### src/rtl/pld_pkg.sv
// Shared PLD fuse-map geometry and programmer state encoding.
// PLD_FUSE_PROG_CHECKSUM_EN adds the CHECK state used by the checksum-verified load.
package pld_pkg;

`ifdef PLD_FUSE_PROG_CHECKSUM_EN
    typedef enum logic [1:0] {
        ST_IDLE  = 2'd0,
        ST_LOAD  = 2'd1,
        ST_CHECK = 2'd2,
        ST_DONE  = 2'd3
    } pld_state_e;
`else
    typedef enum logic [1:0] {
        ST_IDLE = 2'd0,
        ST_LOAD = 2'd1,
        ST_DONE = 2'd3
    } pld_state_e;
`endif

    function automatic int pld_and_fuses(input int n);
        return (2 ** (n + 2)) * (n ** 2);
    endfunction

    function automatic int pld_or_fuses(input int n, input int m);
        return m * (2 ** (2 * n));
    endfunction

    function automatic int pld_num_words(input int n, input int m, input int w);
        return (pld_and_fuses(n) + pld_or_fuses(n, m) + w - 1) / w;
    endfunction

endpackage

### src/rtl/pld_fuse_programmer.sv
// Word-serial fuse bitstream loader with atomic commit of AND/OR fuse vectors.
// Define PLD_FUSE_PROG_CHECKSUM_EN to require a trailing XOR checksum word before commit.
module pld_fuse_programmer
    import pld_pkg::*;
#(
    parameter int  NUM_PORTS_IN  = 1,
    parameter int  NUM_PORTS_OUT = 1,
    parameter int  DATA_WIDTH    = 8,
    localparam int AND_FUSES     = pld_and_fuses(NUM_PORTS_IN),
    localparam int OR_FUSES      = pld_or_fuses(NUM_PORTS_IN, NUM_PORTS_OUT)
) (
    input  logic                  clk_i,
    input  logic                  rst_i,
    input  logic                  start_i,
    input  logic                  abort_i,
    input  logic [DATA_WIDTH-1:0] data_i,
    input  logic                  valid_i,
    output logic                  ready_o,
    output logic                  busy_o,
    output logic                  done_o,
    output logic                  error_o,
    output logic                  conf_valid_o,
    output logic [AND_FUSES-1:0]  and_matrix_fuses_conf_o,
    output logic [OR_FUSES-1:0]   or_matrix_fuses_conf_o
);

    localparam int TOTAL_FUSES = AND_FUSES + OR_FUSES;
    localparam int NUM_WORDS   = pld_num_words(NUM_PORTS_IN, NUM_PORTS_OUT, DATA_WIDTH);
    localparam int SHW         = NUM_WORDS * DATA_WIDTH;
    localparam int CW          = $clog2(NUM_WORDS + 1);

    pld_state_e             state_q, state_d;
    logic [CW-1:0]          word_cnt;
    logic [SHW-1:0]         shadow;
    logic [SHW-1:0]         stream;
    logic [AND_FUSES-1:0]   and_q;
    logic [OR_FUSES-1:0]    or_q;
    logic                   conf_valid_q;
    logic                   xfer;
    logic                   last_word;
    logic                   commit;
    logic                   csum_fail;

`ifdef PLD_FUSE_PROG_CHECKSUM_EN
    logic [DATA_WIDTH-1:0]  csum_q;
    logic                   error_q;
`endif

    assign xfer      = valid_i && ready_o && !abort_i;
    assign last_word = (word_cnt == CW'(NUM_WORDS - 1));

    // Shadow with the in-flight word merged in, so the last word commits at its own edge.
    always_comb begin
        stream = shadow;
        if (state_q == ST_LOAD)
            stream[int'(word_cnt) * DATA_WIDTH +: DATA_WIDTH] = data_i;
    end

    always_comb begin
        state_d   = state_q;
        ready_o   = 1'b0;
        busy_o    = 1'b0;
        done_o    = 1'b0;
        commit    = 1'b0;
        csum_fail = 1'b0;
        case (state_q)
            ST_IDLE: begin
                if (start_i && !abort_i)
                    state_d = ST_LOAD;
            end
            ST_LOAD: begin
                ready_o = 1'b1;
                busy_o  = 1'b1;
                if (abort_i) begin
                    state_d = ST_IDLE;
                end else if (valid_i && last_word) begin
`ifdef PLD_FUSE_PROG_CHECKSUM_EN
                    state_d = ST_CHECK;
`else
                    state_d = ST_DONE;
                    commit  = 1'b1;
`endif
                end
            end
`ifdef PLD_FUSE_PROG_CHECKSUM_EN
            ST_CHECK: begin
                ready_o = 1'b1;
                busy_o  = 1'b1;
                if (abort_i) begin
                    state_d = ST_IDLE;
                end else if (valid_i) begin
                    if (data_i == csum_q) begin
                        state_d = ST_DONE;
                        commit  = 1'b1;
                    end else begin
                        state_d   = ST_IDLE;
                        csum_fail = 1'b1;
                    end
                end
            end
`endif
            ST_DONE: begin
                busy_o  = 1'b1;
                done_o  = 1'b1;
                state_d = ST_IDLE;
            end
            default: state_d = ST_IDLE;
        endcase
    end

    always_ff @(posedge clk_i) begin
        if (rst_i) begin
            state_q      <= ST_IDLE;
            word_cnt     <= '0;
            shadow       <= '0;
            and_q        <= '0;
            or_q         <= '0;
            conf_valid_q <= 1'b0;
        end else begin
            state_q <= state_d;
            if (state_q == ST_IDLE && start_i && !abort_i) begin
                word_cnt <= '0;
                shadow   <= '0;
            end
            if (state_q == ST_LOAD && xfer) begin
                shadow   <= stream;
                word_cnt <= word_cnt + 1'b1;
            end
            if (commit) begin
                and_q        <= stream[AND_FUSES-1:0];
                or_q         <= stream[TOTAL_FUSES-1:AND_FUSES];
                conf_valid_q <= 1'b1;
            end
        end
    end

`ifdef PLD_FUSE_PROG_CHECKSUM_EN
    always_ff @(posedge clk_i) begin
        if (rst_i) begin
            csum_q  <= '0;
            error_q <= 1'b0;
        end else begin
            if (state_q == ST_IDLE && start_i && !abort_i) begin
                csum_q  <= '0;
                error_q <= 1'b0;
            end
            if (state_q == ST_LOAD && xfer)
                csum_q <= csum_q ^ data_i;
            if (csum_fail)
                error_q <= 1'b1;
        end
    end
    assign error_o = error_q;
`else
    assign error_o = 1'b0;
`endif

    assign conf_valid_o            = conf_valid_q;
    assign and_matrix_fuses_conf_o = and_q;
    assign or_matrix_fuses_conf_o  = or_q;

endmodule

### config.mk
export PLATFORM = sky130hd
export DESIGN_NAME = pld_fuse_programmer
export DESIGN_NICKNAME = d
export VERILOG_FILES = /design/src/rtl/pld_pkg.sv /design/src/rtl/pld_fuse_programmer.sv
export SDC_FILE = /design/constraint.sdc
export NUM_CORES = 1
export LEC_CHECK = 0
export ABC_AREA = 1
export CORE_MARGIN = 2
export CORE_UTILIZATION = 54
export DETAILED_ROUTE_END_ITERATION = 16
export MAX_ROUTING_LAYER = met4
export PLACE_DENSITY = 0.87
export SETUP_SLACK_MARGIN = 0.3
export SLEW_MARGIN = 25
export SYNTH_ARGS = -nofsm -noshare
export SYNTH_HDL_FRONTEND = slang
export SYNTH_SLANG_ARGS = --single-unit
### constraint.sdc
create_clock -name clk_i -period 3.9 [get_ports clk_i]
set_clock_uncertainty 0.2 [all_clocks]
set_input_delay 0.78 -clock clk_i [delete_from_list [all_inputs] [get_ports clk_i]]
set_output_delay 0.78 -clock clk_i [all_outputs]
set_load 0.1 [all_outputs]
==> flow_summary.ini, run 1 <==
[global_route]
largest_net_degree_at_the_start_of_global_routing = 22
first_pass_grt_wire_length_um = 5380
initial_antenna_violation_count = 0
gr-usage-all-layers = 0.227
first_global_vias = 1216
globalRouteOverflowTotal = 0

[layout]
finished_layout_cells = 274
num_antenna_cells = 0
nNetsFinal = 259
final_core_utilization = 0.667
drive_above_1_share = 0.103
layout.cells.most_common = sky130_fd_sc_hd__nand2_1
final_cell_mix = 49 x sky130_fd_sc_hd__nand2_1, 33 x sky130_fd_sc_hd__nand3_1, 29 x sky130_fd_sc_hd__dfxtp_1, 26 x sky130_fd_sc_hd__a21oi_1, 26 x sky130_fd_sc_hd__clkdlybuf4s50_1
synthToLayoutAreaGrowth_pct = 20.8

[worst_setup_path]
timing.reg2reg.setup_slack_ns = 1.94
slowest_stage = sky130_fd_sc_hd__clkdlybuf4s50_1
critical_path.startpoint_type = flip-flop
worst_ep_required_time_ns = 2.92
cp_top_family = buffers and inverters
category_of_the_worst_setup_path_capture_point = output pin
criticalPathCategory = flip-flop to output pin
arrival_ns = 2.04
reg2reg_from = word_cnt[0]
cp_cell_sequence = clkdlybuf4s50_1
critical_path.max_fanout = 8
timing.critical_path.depth = 1
reg2regPathDepth = 7
max_stage_delay_ns = 1.20
worst_r2r_endpoint = shadow[2]
worst-path-buf-inv = 1

[power_and_ir_drop]
switchingPower_uw = 156
p_sw_frac = 0.287
power.ir.vdd_worst_v = 0.000296
power.leakage_nw = 0.749
pwr-share-comb = 0.123
proportion_of_power_drawn_by_the_clock_network = 0.325
p_seq_frac = 0.551
intPower_uw = 387
power.density_cell_area_mw_per_mm2 = 303

[routing]
avgRoutedWirePerCell_um = 12.2
highest_layer = met4
m1WireLength_um = 1480
met3WireLength_um = 205
vias_per_cell = 5.17
total_detailed_routing_wirelength_um = 3340
ant_nets = 0
met2RoutedLength_um = 1610
overall_via_count_from_detail_route = 1417
drc_errors = 0
detailedRoute.firstPassIterationCount = 4
starting_drc_count_in_detailed_routing = 47

[placement]
place.detailed.instances = 266
place.port_buffers = 28
gp_congestion = 0.840
hpwlAfterDp_um = 2200

[floorplan]
design.die.area_mm2 = 0.00318
floorplan.die.width_um = 56.4
core_area_mm2 = 0.00269
starting_utilization_of_the_core_area = 0.552
boundaryPins = 30
die_height_um = 56.4
rows = 19

[min_path]
worst_hold_path.endpoint = or_matrix_fuses_conf_o[2]
holdPathStages = 2
worst_hold_startpoint = or_matrix_fuses_conf_o[2]
timing.hold.worst.class = flip-flop to flip-flop

[synth]
yosysUniqueCellTypes = 20
synth_cells = 216
synth_area_leader_cell = sky130_fd_sc_hd__dfxtp_1
yosys.area.top_type_share = 0.392
synth_seq_area_share = 0.392
synthesis.area_per_instance_um2 = 6.86
yosys_register_bits = 29
synth_area_leaders = sky130_fd_sc_hd__dfxtp_1 39%, sky130_fd_sc_hd__nand2_1 12%, sky130_fd_sc_hd__nand3_1 11%, sky130_fd_sc_hd__a21oi_1 8.8%, sky130_fd_sc_hd__inv_1 6.3%
synth.yosys.warnings = 0
syn-cell-area_mm2 = 0.00148
synth_fp_nets = 233

[clocking]
tritoncts.num_buffers = 5
clkSlewWorstSetupHoldPaths_ns = 0.10
tritoncts_clock_tree = built
ctsHtreeMaxLevel = 2
cts_hold_buf = 0
cts.sink_count = 29
worst_skew_pair.late_latency_ns = 0.33
max-clock-path-buffers = 2
postCtsSetupRepairBufs = 0
cts.root.buffer_cell = sky130_fd_sc_hd__clkbuf_4
cts-resized-gates = 0

[status]
outcome = completed

[sta]
relSlewSlack = 0.347
totalNegativeSetupSlack_ns = 0
maxClockFrequency_ghz = 0.331
slew_violations = 0
clock_period_minus_worst_slack_ns = 3.02
fin_crit_sh = 0.775
finalSetupViolCount = 0
hold_viol_final = 0
unrepaired_setup_endpoints_after_global_routing = false
worst_pin_slew_ns = 0.976

[job]
cap_violations = 0
[power by group through the flow]
stage / combinational [mW] / sequential [mW] / clock, mW
4_1_cts: 0.0667 / 0.300 / 0.181
5_1_grt: 0.0725 / 0.300 / 0.193
6_report: 0.0668 / 0.300 / 0.177
3_3_place_gp: 0.0657 / 0.306 / 0
3_5_place_dp: 0.0662 / 0.306 / 0
2_1_floorplan: 0.0449 / 0.306 / 0
[cells by family after synthesis]
group | count (synthesis) | share of synthesized area
buf+inv | 40 | 0.120
other cells | 1 | 0.00253
flops | 29 | 0.392
simple gates | 106 | 0.328
fa+ha+maj | 4 | 0.0338
compound gates | 36 | 0.124
[tightest hold or removal path: cells and delay by family, from the launching register on]
| kind | cells | cell delay, ns |
|---|---|---|
| AOI/OAI and AO/OA | 1 | 0.05 |
| and+or+nand+nor | 1 | 0.06 |
| DFF | 1 | 0.32 |
[cell usage after synthesis, drive strengths merged]
| library cell | instances |
|---|---|
| clkbuf | 3 |
| inv | 30 |
| nor2 | 19 |
| nand2 | 50 |
| conb | 1 |
| nand3 | 37 |
| buf | 7 |
| dfxtp | 29 |
| o21ai | 9 |
| a21oi | 27 |
| ha | 4 |
[per-layer routing]
layer | global-route usage | vias to the layer above
met5 | - | -
met4 | 0.116 | 0
met3 | 0.0484 | 4
met2 | 0.355 | 38
li1 | - | 738
met1 | 0.275 | 637
[registers in the layout, indices dropped and copies added (netlist names)]
name and cells:
and_matrix_fuses_conf_o 8, conf_valid_o 1, or_matrix_fuses_conf_o 4, shadow 12, state_q 2, word_cnt 2
[worst max-delay path by stage]
stage / startpoint / to / slack [ns]
finish: state_q[0] / busy_o / 0.88
global route: state_q[0] / busy_o / 0.83
CTS: state_q[0] / busy_o / 0.87
detailed placement: state_q[0] / busy_o / 1.25
global placement: state_q[0] / busy_o / 1.26
floorplan: state_q[0] / ready_o / 1.63
[per-stage QoR]
stage | hold WS (ns) | total power [mW] | worst slack (ns) | area [µm²]
after floorplan | 0.257 | 0.351 | 1.63 | 1480
after global placement | 0.256 | 0.372 | 1.26 | 1740
after detailed placement | 0.259 | 0.373 | 1.25 | 1740
after CTS | 0.275 | 0.547 | 0.871 | 1790
after global routing | 0.305 | 0.565 | 0.826 | 1790
final | 0.273 | 0.543 | 0.878 | 1790
[cell type report]
type | instances | area (µm²)
inverter | 30 | 113
clock buffer | 6 | 41.3
sequential | 29 | 581
fill | 251 | 896
tap | 31 | 38.8
multi-input combinational | 147 | 724
clock inverter | 2 | 10.0
timing repair buffer | 29 | 283
Power figures use the tool's default switching activity.
==> run 2, diff against run 1 <==
--- a/config.mk
+++ b/config.mk
@@ -7,10 +7,10 @@
 export LEC_CHECK = 0
 export ABC_AREA = 1
 export CORE_MARGIN = 2
-export CORE_UTILIZATION = 54
+export CORE_UTILIZATION = 45
 export DETAILED_ROUTE_END_ITERATION = 16
 export MAX_ROUTING_LAYER = met4
-export PLACE_DENSITY = 0.87
+export PLACE_DENSITY = 0.78
 export SETUP_SLACK_MARGIN = 0.3
 export SLEW_MARGIN = 25
 export SYNTH_ARGS = -nofsm -noshare
==> constraint.sdc (replaced) <==
create_clock -name clk_i -period 2.49 [get_ports clk_i]
set_clock_uncertainty 0.2 [all_clocks]
set_input_delay 0.498 -clock clk_i [delete_from_list [all_inputs] [get_ports clk_i]]
set_output_delay 0.498 -clock clk_i [all_outputs]
set_load 0.1 [all_outputs]
==> flow_summary.ini, run 2 (synthesis gave the netlist of run 1 again) <==
[layout]
num_antenna_cells = 0
drive_above_1_share = 0.168
regMostFlops = shadow
synthToLayoutAreaGrowth_pct = 23.3
seqCellArea_um2 = 581
final_cell_mix = 49 x sky130_fd_sc_hd__nand2_1, 33 x sky130_fd_sc_hd__nand3_1, 29 x sky130_fd_sc_hd__dfxtp_1, 26 x sky130_fd_sc_hd__a21oi_1, 25 x sky130_fd_sc_hd__inv_1
largest_register_ffs = 12
area_taken_by_multi_input_logic_gates_um2 = 729
final.fill_count = 337
layout.cells.most_common = sky130_fd_sc_hd__nand2_1
finished_layout_cells = 288
nNetsFinal = 260

[worst_setup_path]
reg2regPathDepth = 7
critical_path.startpoint_type = flip-flop
worst_r2r_endpoint = shadow[7]
timing.reg2reg.setup_slack_ns = 0.53
criticalPathCategory = flip-flop to output pin
worst_ep_required_time_ns = 1.79
arrival_ns = 1.28
category_of_the_worst_setup_path_capture_point = output pin
origin_of_the_worst_setup_path = state_q[0]
critical_path.max_fanout = 8
reg2reg_from = word_cnt[0]

[job]
cap_violations = 0

[power_and_ir_drop]
power.ir.vdd_worst_v = 0.000387
power.leakage_nw = 0.799
power.density_cell_area_mw_per_mm2 = 498

[floorplan]
floorplan.die.width_um = 61.4
starting_utilization_of_the_core_area = 0.478
rows = 20
design.die.area_mm2 = 0.00377
die_height_um = 61.4
boundaryPins = 30
core_area_mm2 = 0.00310

[global_route]
gr-usage-all-layers = 0.213
first_pass_grt_wire_length_um = 5590
first_global_vias = 1240
largest_net_degree_at_the_start_of_global_routing = 16
globalRouteOverflowTotal = 0
initial_antenna_violation_count = 0

[routing]
avgRoutedWirePerCell_um = 11.8
starting_drc_count_in_detailed_routing = 68
vias_per_cell = 4.92
total_detailed_routing_wirelength_um = 3400
overall_via_count_from_detail_route = 1418
drc_errors = 0
detailedRoute.firstPassIterationCount = 4
ant_nets = 0

[sta]
maxClockFrequency_ghz = 0.506
totalNegativeSetupSlack_ns = 0
slew_violations = 0
clock_period_minus_worst_slack_ns = 1.98
whs_ns = 0.273
hold_viol_final = 0
finalSetupViolCount = 0
unrepaired_setup_endpoints_after_global_routing = false
fin_crit_sh = 0.793

[min_path]
timing.hold.worst.class = flip-flop to flip-flop
holdPathStages = 2
worst_hold_path.endpoint = and_matrix_fuses_conf_o[3]
worst_hold_startpoint = and_matrix_fuses_conf_o[3]

[clocking]
tritoncts.num_buffers = 5
clkSlewWorstSetupHoldPaths_ns = 0.10
cts_hold_buf = 0
worst_skew_pair.late_latency_ns = 0.34
max-clock-path-buffers = 2
cts.root.buffer_cell = sky130_fd_sc_hd__clkbuf_4
ctsHtreeMaxLevel = 2
cts-resized-gates = 0
postCtsSetupRepairBufs = 0
tritoncts_clock_tree = built
cts.sink_count = 29

[placement]
place.port_buffers = 28
gp_congestion = 0.881
place.detailed.instances = 280
hpwlAfterDp_um = 2470

[status]
outcome = completed
## run 2: critical path, stage by stage, from the launching register on
cell,delay [ns]
sky130_fd_sc_hd__dfxtp_1,0.52
sky130_fd_sc_hd__inv_2,0.08
sky130_fd_sc_hd__nor2_4,0.14
sky130_fd_sc_hd__buf_12,0.19
## run 2: area by class of cell
cell class,count,area share
Multi-Input combinational cell,147,0.399
Inverter,30,0.0616
Timing Repair Buffer,30,0.153
Sequential cell,29,0.318
Tap cell,44,0.0301
Clock inverter,1,0.00274
Clock buffer,7,0.0356
## run 2: where the power goes
part | switching (mW) | internal [mW]
combinational | 0.0705 | 0.0360
clock | 0.172 | 0.163
sequential | 0.00363 | 0.466
## run 2: worst max-delay path by stage
stage	to	cells past startpoint	slack (ns)
2_1_floorplan	busy_o	2	0.51
3_3_place_gp	and_matrix_fuses_conf_o[1]	7	0.44
3_5_place_dp	and_matrix_fuses_conf_o[4]	7	0.43
4_1_cts	ready_o	3	0.50
5_1_grt	shadow[2]	7	0.35
6_report	ready_o	3	0.51
## run 2: metrics by stage
stage | utilization | worst slack [ns] | instance area, µm² | power, mW
2_1_floorplan | - | 0.507 | 1490 | 0.550
3_3_place_gp | 0.567 | 0.439 | 1760 | 0.586
3_5_place_dp | 0.567 | 0.430 | 1760 | 0.586
4_1_cts | 0.589 | 0.496 | 1830 | 0.917
5_1_grt | 0.589 | 0.346 | 1830 | 0.954
6_report | 0.589 | 0.514 | 1830 | 0.911
## run 2: metal layers
layer,global-route usage,vias to the layer above,routed length [µm]
met5,-,-,0
met4,0.0638,0,61
met3,0.0714,8,206
met2,0.337,40,1600
met1,0.257,631,1530
li1,-,739,-
==> run 3, diff against run 2 <==
--- a/config.mk
+++ b/config.mk
@@ -7,10 +7,10 @@
 export LEC_CHECK = 0
 export ABC_AREA = 1
 export CORE_MARGIN = 2
-export CORE_UTILIZATION = 45
+export CORE_UTILIZATION = 50
 export DETAILED_ROUTE_END_ITERATION = 16
 export MAX_ROUTING_LAYER = met4
-export PLACE_DENSITY = 0.78
+export PLACE_DENSITY = 0.82
 export SETUP_SLACK_MARGIN = 0.3
 export SLEW_MARGIN = 25
 export SYNTH_ARGS = -nofsm -noshare
==> constraint.sdc (replaced) <==
create_clock -name clk_i -period 1.9 [get_ports clk_i]
set_clock_uncertainty 0.2 [all_clocks]
set_input_delay 0.38 -clock clk_i [delete_from_list [all_inputs] [get_ports clk_i]]
set_output_delay 0.38 -clock clk_i [all_outputs]
set_load 0.1 [all_outputs]
==> flow_summary.ini, run 3 (synthesis gave the netlist of run 1 again) <==
[clocking]
ctsHtreeMaxLevel = 2
cts.root.buffer_cell = sky130_fd_sc_hd__clkbuf_4
cts.sink_count = 29
clkSlewWorstSetupHoldPaths_ns = 0.09
worst_skew_pair.late_latency_ns = 0.33
tritoncts.num_buffers = 5
tritoncts_clock_tree = built
max-clock-path-buffers = 2

[layout]
layout.cells.most_common = sky130_fd_sc_hd__nand2_1
final_cell_mix = 46 x sky130_fd_sc_hd__nand2_1, 31 x sky130_fd_sc_hd__nand3_1, 25 x sky130_fd_sc_hd__dfxtp_1, 23 x sky130_fd_sc_hd__a21oi_1, 22 x sky130_fd_sc_hd__inv_1
largest_register_ffs = 12
drive_above_1_share = 0.276
synthToLayoutAreaGrowth_pct = 48.3
nNetsFinal = 273
num_antenna_cells = 0
regMostFlops = shadow

[global_route]
initial_antenna_violation_count = 0
largest_net_degree_at_the_start_of_global_routing = 21
first_global_vias = 1514
first_pass_grt_wire_length_um = 6260
gr-usage-all-layers = 0.246
globalRouteOverflowTotal = 0

[job]
cap_violations = 0

[worst_setup_path]
criticalPathCategory = flip-flop to output pin
critical_path.startpoint_type = flip-flop
worst_ep_required_time_ns = 1.32
arrival_ns = 1.06
critical_path.max_fanout = 4
category_of_the_worst_setup_path_capture_point = output pin

[routing]
total_detailed_routing_wirelength_um = 3960
drc_errors = 0
ant_nets = 0
vias_per_cell = 5.44
starting_drc_count_in_detailed_routing = 97
detailedRoute.firstPassIterationCount = 4
avgRoutedWirePerCell_um = 13.8
overall_via_count_from_detail_route = 1567

[sta]
unrepaired_setup_endpoints_after_global_routing = true
slew_violations = 0
totalNegativeSetupSlack_ns = 0
maxClockFrequency_ghz = 0.610
hold_viol_final = 0
clock_period_minus_worst_slack_ns = 1.64
finalSetupViolCount = 0
fin_crit_sh = 0.863
post-route-worst-setup-slack_ns = 0.260

[status]
outcome = completed

[floorplan]
boundaryPins = 30
rows = 19
starting_utilization_of_the_core_area = 0.533
floorplan.die.width_um = 58.5
core_area_mm2 = 0.00278
design.die.area_mm2 = 0.00342
die_height_um = 58.5

[power_and_ir_drop]
power.ir.vdd_worst_v = 0.000703
power.leakage_nw = 0.922
power.density_cell_area_mw_per_mm2 = 523

[placement]
hpwlAfterDp_um = 2510
gp_congestion = 0.861
detailedPlace.worstSlack_ns = 0.0513
place.port_buffers = 28

[min_path]
timing.hold.worst.class = flip-flop to flip-flop
## run 3: report_power, final
group,internal (mW),switching [mW]
combinational,0.0700,0.107
sequential,0.608,0.00360
clock,0.141,0.221
total,0.819,0.331
## run 3: critical path, stage by stage, from the launching register on
cell and delay (ns):
sky130_fd_sc_hd__dfxtp_4 0.39, sky130_fd_sc_hd__inv_4 0.04, sky130_fd_sc_hd__nor2_4 0.11, sky130_fd_sc_hd__buf_12 0.18
## run 3: worst paths after layout
kind                                  from                          to  slack (ns)  depth (start not counted)
worst max-delay path            state_q[0]                     ready_o        0.26                          3
worst min-delay path             shadow[4]                   shadow[4]        0.29                          2
worst max register to register  state_q[1]  and_matrix_fuses_conf_o[3]        0.34                          7
worst min register to register   shadow[4]                   shadow[4]        0.29                          2
## run 3: metal layers
layer,GRT usage,part of all wire,routed length (µm),up-vias
met4,0.0930,0.013,50,0
met2,0.414,0.52,2050,76
li1,-,-,-,775
met1,0.276,0.39,1550,710
met5,-,0,0,-
met3,0.0681,0.078,308,6
## run 3: timing repair
| action | in CTS | in global routing |
|---|---|---|
| pin swaps | 3 | 8 |
| setup buffers | 4 | 1 |
| endpoints found under the setup margin | 19 | 29 |
| cloned | 0 | 1 |
| hold buffers | 0 | 0 |
| endpoints found under the hold margin | 0 | 0 |
| gates resized for setup | 11 | 20 |
## run 3: layout make-up
| type | instances | area, µm² |
|---|---|---|
| clock buffer | 6 | 41.3 |
| tap | 31 | 38.8 |
| timing repair buffer | 43 | 586 |
| multi-input combinational | 147 | 803 |
| sequential | 29 | 591 |
| inverter | 30 | 129 |
| fill | 196 | 583 |
| clock inverter | 2 | 10.0 |
## run 3: per-stage QoR
stage / instance area [µm²] / util / hold slack [ns] / instances / total power, mW
CTS: 2120 / 0.764 / 0.291 / 286 / 1.15
floorplan: 1500 / - / 0.257 / 216 / 0.724
detailed placement: 2000 / 0.720 / 0.278 / 274 / 0.787
finish: 2200 / 0.790 / 0.294 / 288 / 1.15
global placement: 2000 / 0.720 / 0.268 / 274 / 0.785
global route: 2200 / 0.790 / 0.310 / 288 / 1.20
